### src/rtl/nibble_add_sequencer.sv
// Multi-nibble adder that reuses one 4-bit ripple adder, one nibble per clock.
// Contains the shared ripple_adder and the sequencer top.

module ripple_adder (
  input  logic [3:0] i_a,
  input  logic [3:0] i_b,
  input  logic       i_cin,
  output logic [3:0] o_sum,
  output logic       o_cout
);
  logic [4:0] w_c;

  assign w_c[0] = i_cin;

  for (genvar g = 0; g < 4; g++) begin : g_fa
    assign o_sum[g]  = i_a[g] ^ i_b[g] ^ w_c[g];
    assign w_c[g+1]  = (i_a[g] & i_b[g]) | (w_c[g] & (i_a[g] ^ i_b[g]));
  end

  assign o_cout = w_c[4];
endmodule

// state | meaning
// IDLE  | waiting for start, result outputs hold last value
// RUN   | one nibble summed per clock, start ignored
// DONE  | one-cycle result pulse, start accepted back-to-back
module nibble_add_sequencer #(
  parameter int NIBBLES = 4
) (
  input  logic                 clk,
  input  logic                 rst,
  input  logic                 start,
  input  logic [4*NIBBLES-1:0] a,
  input  logic [4*NIBBLES-1:0] b,
  input  logic                 cin,
  output logic                 ready,
  output logic                 busy,
  output logic                 done,
  output logic [4*NIBBLES-1:0] sum,
  output logic                 cout,
  output logic                 overflow
);
  localparam int W    = 4 * NIBBLES;
  localparam int IDXW = $clog2(NIBBLES) + 1;

  typedef enum logic [1:0] {S_IDLE, S_RUN, S_DONE} state_t;

  state_t            r_state, w_state_nxt;
  logic [W-1:0]      r_a, r_b, r_work;
  logic              r_carry;
  logic [IDXW-1:0]   r_idx;

  logic [3:0]        w_nib_sum;
  logic              w_nib_cout;
  logic              w_accept;
  logic              w_last;
  logic [W-1:0]      w_work_nxt;

  ripple_adder u_add (
    .i_a    (r_a[{r_idx, 2'b00} +: 4]),
    .i_b    (r_b[{r_idx, 2'b00} +: 4]),
    .i_cin  (r_carry),
    .o_sum  (w_nib_sum),
    .o_cout (w_nib_cout)
  );

  assign w_last = (r_idx == IDXW'(NIBBLES - 1));

  always_comb begin
    w_work_nxt = r_work;
    w_work_nxt[{r_idx, 2'b00} +: 4] = w_nib_sum;
  end

  always_comb begin
    w_state_nxt = r_state;
    ready       = 1'b0;
    busy        = 1'b0;
    done        = 1'b0;
    w_accept    = 1'b0;
    case (r_state)
      S_IDLE: begin
        ready = 1'b1;
        if (start) begin
          w_accept    = 1'b1;
          w_state_nxt = S_RUN;
        end
      end
      S_RUN: begin
        busy = 1'b1;
        if (w_last) w_state_nxt = S_DONE;
      end
      S_DONE: begin
        ready = 1'b1;
        done  = 1'b1;
        if (start) begin
          w_accept    = 1'b1;
          w_state_nxt = S_RUN;
        end else begin
          w_state_nxt = S_IDLE;
        end
      end
      default: w_state_nxt = S_IDLE;
    endcase
  end

  always_ff @(posedge clk or posedge rst) begin
    if (rst) begin
      r_state  <= S_IDLE;
      r_a      <= '0;
      r_b      <= '0;
      r_work   <= '0;
      r_carry  <= 1'b0;
      r_idx    <= '0;
      sum      <= '0;
      cout     <= 1'b0;
      overflow <= 1'b0;
    end else begin
      r_state <= w_state_nxt;
      if (w_accept) begin
        r_a     <= a;
        r_b     <= b;
        r_carry <= cin;
        r_work  <= '0;
        r_idx   <= '0;
      end else if (r_state == S_RUN) begin
        r_work  <= w_work_nxt;
        r_carry <= w_nib_cout;
        r_idx   <= r_idx + 1'b1;
        // Result outputs only move on the final nibble so they never show partial sums.
        if (w_last) begin
          sum      <= w_work_nxt;
          cout     <= w_nib_cout;
          overflow <= (r_a[W-1] == r_b[W-1]) && (w_work_nxt[W-1] != r_a[W-1]);
        end
      end
    end
  end
endmodule

### config.mk
export PLATFORM = sky130hd
export DESIGN_NAME = nibble_add_sequencer
export DESIGN_NICKNAME = d
export VERILOG_FILES = /design/src/rtl/nibble_add_sequencer.sv
export SDC_FILE = /design/constraint.sdc
export NUM_CORES = 1
export LEC_CHECK = 0
export CAP_MARGIN = 20
export CORE_ASPECT_RATIO = 1.2
export CORE_MARGIN = 2
export CORE_UTILIZATION = 35
export CTS_CLUSTER_SIZE = 16
export DETAILED_ROUTE_END_ITERATION = 8
export GPL_TIMING_DRIVEN = 0
export PLACE_DENSITY = 0.6
export SYNTH_ARGS = -nofsm -noshare
export SYNTH_HDL_FRONTEND = slang
export SYNTH_HIERARCHICAL = 1
export SYNTH_SLANG_ARGS = --single-unit
### constraint.sdc
create_clock -name clk -period 4.45 [get_ports clk]
set_input_delay 0.6675 -clock clk [delete_from_list [all_inputs] [get_ports clk]]
set_output_delay 0.6675 -clock clk [all_outputs]
set_load 0.01 [all_outputs]
# After elaboration in Yosys (flattened, before gate mapping)
# Cells that the tools add are included.
# word_totals
register_bits	72
out_inout_bits	21
input_bits	36
# op_classes
bitwise	21
shift	4
n_eq_ne	7
reduce_logical	6
muxes	16
add_sub_neg	2
# op_table
op	count
$mux W16	2
$shiftx A16 B6 Y4	2
$bwmux W16	1
$shift A4 B7 Y16 const A	1
$shiftx A4 B7 Y16	1
$and A1 B1 Y1	8
$mux W1	8
$xor A1 B1 Y1	8
$neg A5 Y7	1
$mux W3	2
$pmux W2 S3	1
$mux W2	2
$ne A2 B2 Y1 const B	2
$or A1 B1 Y1	4
$add A3 B1 Y3 const B	1
$eq A3 B2 Y1 const B	1
$reduce_and A3 Y1	1
$eq A2 B1 Y1 const B	1
$eq A2 B2 Y1 const B	1
$logic_not A2 Y1	1
$reduce_and A2 Y1	1
$reduce_bool A2 Y1	1
$reduce_or A2 Y1	1
$eq A1 B1 Y1	1
other kinds (3)	3

# Longest topological paths before layout
# depth
ltp_word	13
ltp_mapped	15
ltp_nobuf	13

# By module
# Netlist, hierarchy kept.
# by_module_without_submodules
mod	area_each_um2	cells_each	n_inst	seq_area_each_um2
nibble_add_sequencer	3195.6	252	1	1801.7
ripple_adder	117.6	14	1	0.0

# Least setup slack after synthesis
# OpenSTA, ideal clock, no wires.
# synth_path
kind	register to register
startpoint	register r_idx[0]
endpoint	register overflow
slack_ns	0.751
arrival_ns	3.622
required_time_ns	4.373
period_less_slack_ns	3.699
path_stages_with_launch	16
path_cell_list	dfrtp_1 -> buf_2 -> buf_2 -> mux4_2 -> and2_1 -> fa_1 -> inv_1 -> fa_1 -> inv_1 -> fa_1 -> inv_1 -> fa_1 -> inv_1 -> a22oi_1 -> or3_1 -> a21oi_1
# synth_via
elab_chain_len	13
word_cells_on_any_way	27
classes_between	add/sub (1); eq/ne (2); shift (4); mux (1); bitwise (17); reduce/logical (2)
# synth_lines
item	line	source
from (decl)	51	logic [IDXW-1:0] r_idx;
from (signal assigned)	128	r_idx <= r_idx + 1'b1;
$shiftx A16 B6 Y4 (on tied branches)	60, 61	
$xor A1 B1 Y1	17	assign w_c[g+1] = (i_a[g] & i_b[g]) | (w_c[g] & (i_a[g] ^ i_b[g]));
$and A1 B1 Y1	17	
$or A1 B1 Y1	17	
$and A1 B1 Y1	17	
$or A1 B1 Y1	17	
$and A1 B1 Y1	17	
$or A1 B1 Y1	17	
$xor A1 B1 Y1 (*)	16	assign o_sum[g] = i_a[g] ^ i_b[g] ^ w_c[g];
net w_nib_sum[3]	53	logic [3:0] w_nib_sum;
$shiftx A4 B7 Y16 (*)	71	w_work_nxt[{r_idx, 2'b00} +: 4] = w_nib_sum;
$bwmux W16 (*)	71	
$ne A1 B1 Y1 (*)	133	overflow <= (r_a[W-1] == r_b[W-1]) && (w_work_nxt[W-1] != r_a[W-1]);
$logic_and A1 B1 Y1 (*)	133	
to (signal assigned)	133	
to (decl)	41	output logic overflow
# The timed path passes the listed nets; every way through them passes the cells marked *.
# A chain may end at the register's enable or synchronous reset.

# Worst setup path after layout
# Same ends and word-level chain as after synthesis.

==> impl_metrics.yaml <==
outcome:
  status: "complete, no violations"
layout:
  diodes: 0
  drive_above_1_share_pct: 21.1
  area_growth_syn_to_layout_pct: 28.2
  most-common-layout-cells: "dfrtp_1 (72), clkdlybuf4s50_1 (56), mux2_2 (32)"
  nFillCells: 875
  final_nets: 379
  mostFrequentLayoutCell: "dfrtp_1"
  final_cells: 457
synth:
  synth_warnings: 6
  netlist_area_sq_um: 3310
  synth_edf_count: 0
  synth-seq-cells: 72
  yosysUniqueCellTypes: 32
  synth_cells: 266
  syn_area_per_cell_sq_um: 12.5
  synth_fp_nets: 312
  async_reset_ff_share_pct: 100
  synth_ff_type: "dfrtp_1"
  yosysSeqAreaShare_pct: 54.4
flow_run:
  max_cap_viol_count: 0
global_route:
  grtUsageMet2_pct: 23.7
  met1_usage_pct: 17.8
  grt_first_pass_wirelength_microns: 11500
  grt-busiest-layer: "met2"
  grt_max_degree: 73
  overflow: 0
  use_met3_pct: 3.41
  antenna_found_initial: 0
  track_usage_pct: 14.5
  grt_pass1_vias: 2386
critical_path:
  slowest_delay_ns: 0.53
  startpoint: "r_idx[0]"
  critPathRequiredTime_ns: 4.72
  cp.arrival_ns: 4.40
  critical_path.top_delay_family: "adder cells"
  cp.buffers_inverters: 6
  worstReg2RegStart: "r_idx[0]"
  cp_slowest_cell: "mux4_2"
  path_max_fanout: 10
  reg2reg_to: "overflow"
  reg2reg_depth: 15
  reg2reg_slack_ns: 0.33
  path_cells: "buf_2, clkbuf_4, mux4_2, and2_1, fa_1, inv_1, fa_1, inv_1, fa_1, inv_1, fa_1, inv_1, a22oi_1, or3_1, a21oi_1"
  critPathLaunchType: "flip-flop"
  crit_path_end_kind: "flip-flop"
  worstSetupPathType: "flip-flop to flip-flop"
clocking:
  cts.sinks: 72
  clk_pin_slew_worst_paths_ns: 0.08
  clock_latency_ns: 0.35
  htreeDepth: 3
  cts_setup_buffers: 0
  clk_path_buf_depth: 2
  clockRootBuffer: "clkbuf_8"
  cts_buffers: 9
  cts_tree: "done"
die:
  fp-row-count: 38
  die_area_sq_um: 10300
  coreArea_sq_um: 9130
  dieHeight_microns: 111
  io_pins: 57
  die_w_microns: 92.8
  start_util_pct: 36.3
hold_path:
  hold_class: "flip-flop to flip-flop"
  hold_path_depth: 2
  holdCritStartpoint: "sum[4]"
  holdPathEnd: "sum[4]"
detailed_routing:
  drt_wl_total_microns: 6970
  viasPerCell: 4.94
  wire_per_inst_microns: 15.2
  drc: 0
  route.antenna.remaining_nets: 0
  num_vias: 2258
  dr.pass1.iters: 4
  drt_iter0_markers: 98
sta:
  tns_ns: 0
  finalSetupViolations: 0
  worst_slack_ns: 0.326
  fin_crit_sh_pct: 92.7
  worstMarginPinSlew_ns: 0.860
  hold_viol: 0
  finClkSkew_ns: 0.00936
  rsz0062_at_grt: "no"
  fmax_mhz: 242
  period_minus_slack_ns: 4.12
  slew_headroom_pct: 42.7
  slew_viol_final: 0
  whs_ns: 0.476
placed_design:
  dp_hpwl_microns: 5110
  post-place-ws_ns: 0.218
  placed_cells: 442
  port-buffer-count: 56
  gp_congestion: 0.782
power_and_ir_drop:
  vdd_ir_drop_max_mv: 0.307
  p_leak_nw: 1.80
  cellPowerDensity_nw_per_um2: 775
## cell type report
type / instances / area, sq um / share of cell area (%)
buffer: 12 / 53.8 / 1.27
multi-input combinational: 165 / 1400 / 32.9
timing repair buffer: 56 / 561 / 13.2
tap: 120 / 150 / 3.53
inverter: 17 / 66.3 / 1.56
clock inverter: 5 / 81.3 / 1.91
sequential: 72 / 1800 / 42.4
clock buffer: 10 / 138 / 3.24
## metrics by stage
| step | utilization [%] | power, W | cell area (sq um) |
|---|---|---|---|
| after global routing | 46.5 | 0.00354 | 4250 |
| after global placement | 44.1 | 0.00271 | 4020 |
| final | 46.5 | 0.00329 | 4250 |
| after CTS | 46.5 | 0.00332 | 4250 |
| after floorplan | - | 0.00216 | 3310 |
| after detailed placement | 44.1 | 0.00276 | 4030 |
## report_power, final
part           total [W]  internal, W  switching (W)
combinational    0.00162     0.000736       0.000889
sequential       0.00110     0.000944       0.000156
clock           0.000570     0.000328       0.000242
## worst max path at each step
stage	to	cells past startpoint
5_1_grt	overflow	15
2_1_floorplan	overflow	15
3_3_place_gp	overflow	15
6_report	overflow	15
4_1_cts	overflow	15
3_5_place_dp	overflow	15
## cell usage after synthesis (all sizes together), types with 4 or more instances
master / number / area share [%]
mux2: 32 / 11
fa: 4 / 2.4
buf: 6 / 0.87
ha: 6 / 2.3
clkbuf: 6 / 0.68
mux4: 8 / 5.4
mux2i: 4 / 1.2
a22oi: 9 / 2.0
inv: 17 / 1.9
o21ai: 22 / 3.8
nand2: 32 / 3.7
nor2: 12 / 1.4
and2: 9 / 1.7
dfrtp: 72 / 54
a22o: 9 / 2.4
a221oi: 4 / 1.1
## worst min-delay path, delay by kind of cell (launching register included)
kind,cells,cell delay [ns]
flops,1,0.34
compound gates,1,0.05
simple gates,1,0.04
## registers in the layout, indices dropped and copies added, names as in the netlist
| name | cells |
|---|---|
| r_b | 16 |
| cout | 1 |
| r_work | 16 |
| overflow | 1 |
| sum | 16 |
| r_carry | 1 |
| r_state | 2 |
| r_idx | 3 |
| r_a | 16 |
## routing by layer
layer | wire (microns) | up-vias | part of all wire [%]
met3 | 311 | 16 | 4.5
li1 | - | 1070 | -
met5 | 0 | - | 0
met4 | 221 | 0 | 3.2
met2 | 3410 | 57 | 49
met1 | 3020 | 1115 | 43
## cell families (layout without fill, tap and decap cells)
family                   count (synthesis)  count (layout)  synth area share (%)
AO/OA/AOI/OAI                           49              49                  10.4
adder cells (fa/ha/maj)                 10              10                  4.68
buffers and inverters                   29             100                  3.47
flip-flops                              72              72                  54.4
multiplexers                            44              44                  17.5
AND/OR/NAND/NOR                         62              62                  9.55
## repair_timing
action                                 4_1_cts  5_1_grt
setup endpoints to repair                    0        1
endpoints found under the hold margin        0        0
gates resized for setup                      0        1
hold buffers                                 0        0
Power figures use the tool's default switching activity.
